## src/rtl/cmd_read_vertex.sv

```systemverilog
// Vertex read-back responder: reads count vertices from the vertex RAM and streams
// them as a framed packet (SYNC, LEN, opcode, COUNT, START, payload, XOR CRC).
module cmd_read_vertex #(
   parameter int DEPTH = 1024,
   parameter int DW    = 64,
   parameter int AW    = $clog2(DEPTH)
) (
   input  logic          CLK,
   input  logic          rst,
   input  logic          req_pulse,
   input  logic [15:0]   req_start,
   input  logic [7:0]    req_count,
   output logic [AW-1:0] vertex_raddr,
   output logic          vertex_re,
   input  logic [DW-1:0] vertex_rdata,
   output logic [7:0]    tx_data,
   output logic          tx_valid,
   input  logic          tx_ready,
   output logic          BUSY,
   output logic          done_pulse,
   output logic          err_count,
   output logic          err_range,
   output logic [2:0]    state_dbg
);

   // tx handshake: a byte moves on a cycle with tx_valid && tx_ready; while
   // tx_valid is high and tx_ready low, tx_data and tx_valid are held.
   typedef enum logic [2:0] {IDLE, HDR, RD, CAP, PAY, CRC, FIN} state_t;

   state_t      state_q, state_d;
   logic        pend_q, pend_d;
   logic [15:0] start_q, start_d;
   logic [7:0]  count_q, count_d;
   logic [2:0]  byte_q, byte_d;
   logic [4:0]  vtx_q, vtx_d;
   logic [63:0] sh_q, sh_d;
   logic [7:0]  crc_q, crc_d;
   logic        err_count_q, err_count_d;
   logic        err_range_q, err_range_d;

   logic [16:0] end_addr;
   logic [7:0]  len_byte;
   logic        xfer;

   assign end_addr  = {1'b0, req_start} + {9'b0, req_count};
   assign len_byte  = 8'd5 + {count_q[4:0], 3'b000};
   assign tx_valid  = (state_q == HDR) || (state_q == PAY) || (state_q == CRC);
   assign xfer      = tx_valid && tx_ready;
   // pend_q covers the validation cycle between acceptance and the first header byte
   assign BUSY      = pend_q || tx_valid || (state_q == RD) || (state_q == CAP);
   assign err_count = err_count_q;
   assign err_range = err_range_q;
   assign state_dbg = state_q;

   always_comb begin
      tx_data = 8'h00;
      case (state_q)
         HDR: begin
            case (byte_q)
               3'd0:    tx_data = 8'hAA;
               3'd1:    tx_data = len_byte;
               3'd2:    tx_data = 8'h04;
               3'd3:    tx_data = count_q;
               3'd4:    tx_data = start_q[15:8];
               3'd5:    tx_data = start_q[7:0];
               default: tx_data = 8'h00;
            endcase
         end
         PAY:     tx_data = sh_q[63:56];
         CRC:     tx_data = crc_q;
         default: tx_data = 8'h00;
      endcase
   end

   always_comb begin
      state_d      = state_q;
      pend_d       = pend_q;
      start_d      = start_q;
      count_d      = count_q;
      byte_d       = byte_q;
      vtx_d        = vtx_q;
      sh_d         = sh_q;
      crc_d        = crc_q;
      err_count_d  = err_count_q;
      err_range_d  = err_range_q;
      vertex_re    = 1'b0;
      vertex_raddr = '0;
      done_pulse   = 1'b0;
      case (state_q)
         IDLE: begin
            if (pend_q) begin
               pend_d = 1'b0;
               byte_d = 3'd0;
               if (!err_count_q && !err_range_q) state_d = HDR;
            end else if (req_pulse) begin
               pend_d      = 1'b1;
               start_d     = req_start;
               count_d     = req_count;
               vtx_d       = 5'd0;
               crc_d       = 8'h00;
               err_count_d = (req_count == 8'd0) || (req_count > 8'd31);
               err_range_d = end_addr > 17'(DEPTH);
            end
         end
         HDR: begin
            if (xfer) begin
               if (byte_q != 3'd0) crc_d = crc_q ^ tx_data;
               if (byte_q == 3'd5) begin
                  byte_d  = 3'd0;
                  state_d = RD;
               end else begin
                  byte_d = byte_q + 3'd1;
               end
            end
         end
         RD: begin
            vertex_re    = 1'b1;
            vertex_raddr = start_q[AW-1:0] + AW'(vtx_q);
            state_d      = CAP;
         end
         CAP: begin
            sh_d    = vertex_rdata[63:0];
            state_d = PAY;
         end
         PAY: begin
            if (xfer) begin
               crc_d = crc_q ^ tx_data;
               sh_d  = {sh_q[55:0], 8'h00};
               if (byte_q == 3'd7) begin
                  byte_d = 3'd0;
                  if ({3'b000, vtx_q} == count_q - 8'd1) begin
                     state_d = CRC;
                  end else begin
                     vtx_d   = vtx_q + 5'd1;
                     state_d = RD;
                  end
               end else begin
                  byte_d = byte_q + 3'd1;
               end
            end
         end
         CRC: begin
            if (xfer) state_d = FIN;
         end
         FIN: begin
            done_pulse = 1'b1;
            state_d    = IDLE;
         end
         default: state_d = IDLE;
      endcase
   end

   always_ff @(posedge CLK) begin
      if (rst) begin
         state_q     <= IDLE;
         pend_q      <= 1'b0;
         start_q     <= 16'h0;
         count_q     <= 8'h0;
         byte_q      <= 3'd0;
         vtx_q       <= 5'd0;
         sh_q        <= 64'h0;
         crc_q       <= 8'h0;
         err_count_q <= 1'b0;
         err_range_q <= 1'b0;
      end else begin
         state_q     <= state_d;
         pend_q      <= pend_d;
         start_q     <= start_d;
         count_q     <= count_d;
         byte_q      <= byte_d;
         vtx_q       <= vtx_d;
         sh_q        <= sh_d;
         crc_q       <= crc_d;
         err_count_q <= err_count_d;
         err_range_q <= err_range_d;
      end
   end

endmodule

```

## config.mk

```make
export PLATFORM = sky130hd
export DESIGN_NAME = cmd_read_vertex
export DESIGN_NICKNAME = d
export VERILOG_FILES = /design/src/rtl/cmd_read_vertex.sv
export SDC_FILE = /design/constraint.sdc
export NUM_CORES = 1
export LEC_CHECK = 0
export ABC_AREA = 1
export CAP_MARGIN = 10
export CORE_MARGIN = 2
export CORE_UTILIZATION = 53
export DETAILED_ROUTE_END_ITERATION = 16
export HOLD_SLACK_MARGIN = 0.03
export PLACE_DENSITY = 0.91
export SYNTH_ARGS = -nofsm -noshare
export SYNTH_HDL_FRONTEND = slang
export SYNTH_SLANG_ARGS = --single-unit
```

## constraint.sdc

```tcl
create_clock -name CLK -period 3.1 [get_ports CLK]
set_input_delay 0.93 -clock CLK [delete_from_list [all_inputs] [get_ports CLK]]
set_output_delay 0.93 -clock CLK [all_outputs]
set_load 0.01 [all_outputs]
```

Word-level counts from Yosys, hierarchy flattened
Cells that the tools add are included.
{ "totals": {"out_inout_bits": 27, "reg_bits": 110, "in_bits": 92, "elab_cells": 103} }
{ "op_classes": {"reduce_logical": 23, "add_sub_neg": 6, "muxes": 36, "magnitude_cmp": 2, "bitwise_logic": 2, "n_eq_ne": 24} }
{ "ops": {"columns": ["cell", "count"], "rows": [
  ["$pmux W64 S2", 1],
  ["$mux W64", 1],
  ["$pmux W8 S3", 2],
  ["$pmux W8 S6", 1],
  ["$mux W8", 5],
  ["$mux W3", 13],
  ["$mux W5", 5],
  ["$eq A3 B3 Y1 const B", 6],
  ["$pmux W3 S6", 1],
  ["$add A16 B8 Y17", 1],
  ["$gt A17 B11 Y1 const B", 1],
  ["$ne A2 B2 Y1 const B", 8],
  ["$eq A3 B2 Y1 const B", 4],
  ["$reduce_and A6 Y1", 2],
  ["$add A10 B5 Y10", 1],
  ["$mux W10", 1],
  ["$pmux W5 S2", 1],
  ["$pmux W3 S3", 1],
  ["$add A3 B8 Y8 const A", 1],
  ["$eq A5 B8 Y1", 1],
  ["$gt A8 B5 Y1 const B", 1],
  ["$logic_not A8 Y1", 1],
  ["$sub A8 B1 Y8 const B", 1],
  ["$xor A8 B8 Y8", 1],
  ["16 further kinds", 32]
]} }

Logic depth before layout (Yosys ltp)
{ "depth": {"word_depth": 7, "ltp_mapped": 15, "depth_no_buf": 15} }

Worst setup path before layout
No wires, ideal clock.
{ "synth_path": {"path_type": "register to output", "from": "reg vtx_q[0]", "to": "out vertex_raddr[8]", "slack_ns": 0.385, "t_arrival_ns": 1.785, "path_stages_with_launch": 12, "t_required_ns": 2.170, "path_cell_list": "dfxtp_1 ha_1 fa_1 nand2_1 inv_1 o21ai_0 nand2_1 nand2_1 a21oi_1 nand2_1 nor3_1 nor3_1"} }
{ "synth_between": {"elab_chain_len": 2} }
{ "synth_rtl": {"columns": ["element", "line_no", "text"], "rows": [
  ["start: declaration", "35", "logic [4:0] vtx_q, vtx_d;"],
  ["start signal: assignment", "171", "vtx_q <= vtx_d;"],
  ["$add A10 B5 Y10", "118", "vertex_raddr = start_q[AW-1:0] + AW'(vtx_q);"],
  ["$mux W10", "89", "case (state_q)"],
  ["end: declaration", "13", "output logic [AW-1:0] vertex_raddr,"]
]} }
No other way between the ends.

Final worst setup path
Ends and elaborated chain as after synthesis.

==> flow_summary.toml <==
[status]
status = "completed"

[timing]
fin_ws_ns = 0.0115
fmaxAchievable_ghz = 0.324
setup_viol_count_final = 0
rsz0062_at_grt = "true"
clock_skew_ns = 0.0102
slew_headroom = 0.536
worst_pin_slew_ns = 0.696
period_share = 0.996
finalHoldViolations = 0
fin_crit_ns = 3.09
finalMaxSlewViolations = 0

[clock_tree]
cts.hold.buffers_added = 0
cts_made_buffers = 9
cts_tree = "yes"
clockRootBuffer = "clkbuf_16"
clk_pin_slew_worst_paths_ns = 0.07
cts_max_path_buffers = 2
worst_skew_pair.late_latency_ns = 0.36
cts.sink_count = 110
htreeDepth = 3

[setup_path]
crit_required_ns = 2.17
path_max_fanout = 2
reg2reg_from = "state_dbg[1]"
slowest_stage = "fa_2"
path_class = "register to output port"
path_buf_inv = 3
crit_family = "adder cells"
slowest_delay_ns = 0.36
cp-start-kind = "register"
worstSetupEndpointType = "output port"
worstPathArrival_ns = 2.16
critical_path.cell_chain = "ha_4 > fa_2 > nand2_2 > inv_2 > o21ai_2 > nand2_1 > nand2_1 > a21oi_2 > nand2_1 > inv_2 > a21oi_2 > nor3_1 > buf_2"
crit_path_frequent_cell = "nand2_1"
cp-startpoint = "vtx_q[0]"

[route]
dr_wl_met3_um = 1240
wl_met2_um = 8250
firstDrtPassIters = 5
ant_nets = 0
via_per_inst = 5.55
num_vias = 6777
drc = 0
routed_wl_um = 17600
drtIter0Drc = 767
highest_layer = "met4"
wl_per_cell_um = 14.4
drt-met1-wl_um = 7730

[final_layout]
area_growth_pct = 29.5
multi_input_area_sq_um = 3690
stdcell_area_sq_um = 8090
drive_above_1_share = 0.0900
seq_area_sq_um = 2220
n_fill_cell = 944
finalNetCount = 1189
stdcell_count = 1221
n_antenna_cell = 0

[power_and_ir_drop]
power_mw = 4.52
power_per_cell_area_nw_per_um2 = 559
switchingPower_mw = 1.66
internal-power_mw = 2.87
max-vdd-ir-drop_mv = 0.541
pwr-share-comb = 0.364
power_frac_clock = 0.256
p_sw_frac = 0.366
leakagePower_nw = 3.51
pwr-share-seq = 0.380

[flow_run]
cap_violations = 0

[global_route]
grt_pass1_wl_um = 27900
antenna_found_initial = 0
grt_start_max_net_pins = 122
grt_usage = 0.268
grt_overflow = 0
grt_pass1_vias = 5952

[yosys]
syn-mean-instance-area_sq_um = 6.50
synth_fa_ha_area_frac = 0.0484
yosysTopAreaCellShare = 0.352
ys_types = 37
synth-xor-area-share = 0.0140
ys_seq_elements = 110
muxShareOfSynthArea = 0
synthSimpleGateAreaFrac = 0.300
synth-compound-area-share = 0.206
synth_top_family_by_area = "simple AND/OR/NAND/NOR gates"
ys_top_cells_by_count = "nand2_1 (290), dfxtp_1 (110), o21ai_0 (104)"
yosys.area.top_type = "dfxtp_1"
seq_area_frac_synth = 0.352
synthArstFlopShare = 0
synth_edf_count = 0
syn_inst = 962
synth.most_common_cell = "nand2_1"
synth.top_cells.by_area = "dfxtp_1 (35%), nand2_1 (17%), o21ai_0 (8.3%), a31oi_1 (5.7%), nor2_1 (4.9%)"
yosys_warnings = 0
synth.net_count = 1077
synth_ff_type = "dfxtp_1"
syn_area_sq_um = 6250

[floorplanning]
initial_utilization = 0.545
dieArea_sq_um = 12700
io_pins = 119
die_w_um = 113
core_area_sq_um = 11500
die_h_um = 113
fp-row-count = 39

[hold_path]
worstHoldStart = "crc_q[3]"
hp-class = "register to register"

[placement]
dp_cells = 1199
place_congestion = 1.01
portBuffers = 118
hpwl_um = 12400
placed_cell_area_sq_um = 7620
pre_cts_ws_ns = -0.0690
[worst reg2reg max path, cell delays in order, from the launching register on]
cell,delay [ns]
dfxtp_1,0.43
inv_2,0.10
nand2_2,0.10
nor2_4,0.08
inv_2,0.07
buf_4,0.55
o21ai_0,0.17
inv_1,0.11
nand3_1,0.16
a21oi_1,0.20
nand2_1,0.08
a21oi_1,0.12
[power groups by stage]
stage	registers (mW)	clock network (mW)	logic, mW
final	1.72	1.16	1.65
after global routing	1.73	1.24	1.83
after CTS	1.70	1.17	1.60
after detailed placement	1.71	0	1.55
after global placement	1.71	0	1.51
after floorplan	1.67	0	1.03
[final timing paths]
path	to	slack [ns]	cells past startpoint
worst max-delay path	vertex_raddr[8]	0.01	13
worst min-delay path	crc_q[3]	0.46	2
worst max register to register	state_dbg[0]	0.86	11
worst min register to register	crc_q[3]	0.46	2
[registers in the layout, summed over array words and instances, names as in the netlist]
name / flops
pend_q: 1
vtx_q: 5
crc_q: 8
err_count: 1
byte_q: 3
count_q: 8
start_q: 16
err_range: 1
state_dbg: 3
sh_q: 64
[kinds of logic (layout without fill, tap and decap cells)]
family | count (synthesis) | after routing
flip-flops | 110 | 110
XOR/XNOR | 10 | 10
AO/OA/AOI/OAI | 234 | 234
buffers and inverters | 128 | 244
adder cells (fa/ha/maj) | 23 | 23
AND/OR/NAND/NOR | 457 | 457
[per-layer routing]
| metal | vias up | global-route usage |
|---|---|---|
| li1 | 3426 | - |
| met1 | 3059 | 0.357 |
| met2 | 263 | 0.432 |
| met3 | 29 | 0.0659 |
| met4 | 0 | 0.0756 |
| met5 | - | 0 |
[area by class of cell]
cell class / instances / share of cell area
clock buffers: 11 / 0.0288
clock inverters: 4 / 0.00680
inverters: 81 / 0.0376
multi-input cells: 724 / 0.455
flip-flops and latches: 110 / 0.274
well taps: 143 / 0.0221
repair buffers: 148 / 0.175
[placed cells by master, fill, tap and decap left out, types with 7 or more instances in the layout]
cell type and instances:
a21oi_1 52, inv_1 68, clkbuf_16 9, a31oi_1 57, dfxtp_1 101, nand2_1 287
o21ai_0 99, dfxtp_2 8, inv_2 11, nor2_1 80, clkdlybuf4s50_1 102, nand3_1 57
dlygate4sd2_1 7, buf_4 28, ha_1 13
[stage by stage]
step | hold WS [ns] | TNS, ns | util
2_1_floorplan | 0.430 | 0 | -
3_3_place_gp | 0.448 | -0.0251 | 0.664
3_5_place_dp | 0.455 | -0.0863 | 0.664
4_1_cts | 0.465 | 0 | 0.697
5_1_grt | 0.486 | -0.229 | 0.706
6_report | 0.463 | 0 | 0.706
[what timing repair did]
action,in CTS,in global routing
endpoints found under the setup margin,15,11
pin swaps,2,8
buffers inserted,5,2
resized for setup,39,31
Note: power is estimated with default switching activity, not from simulation.
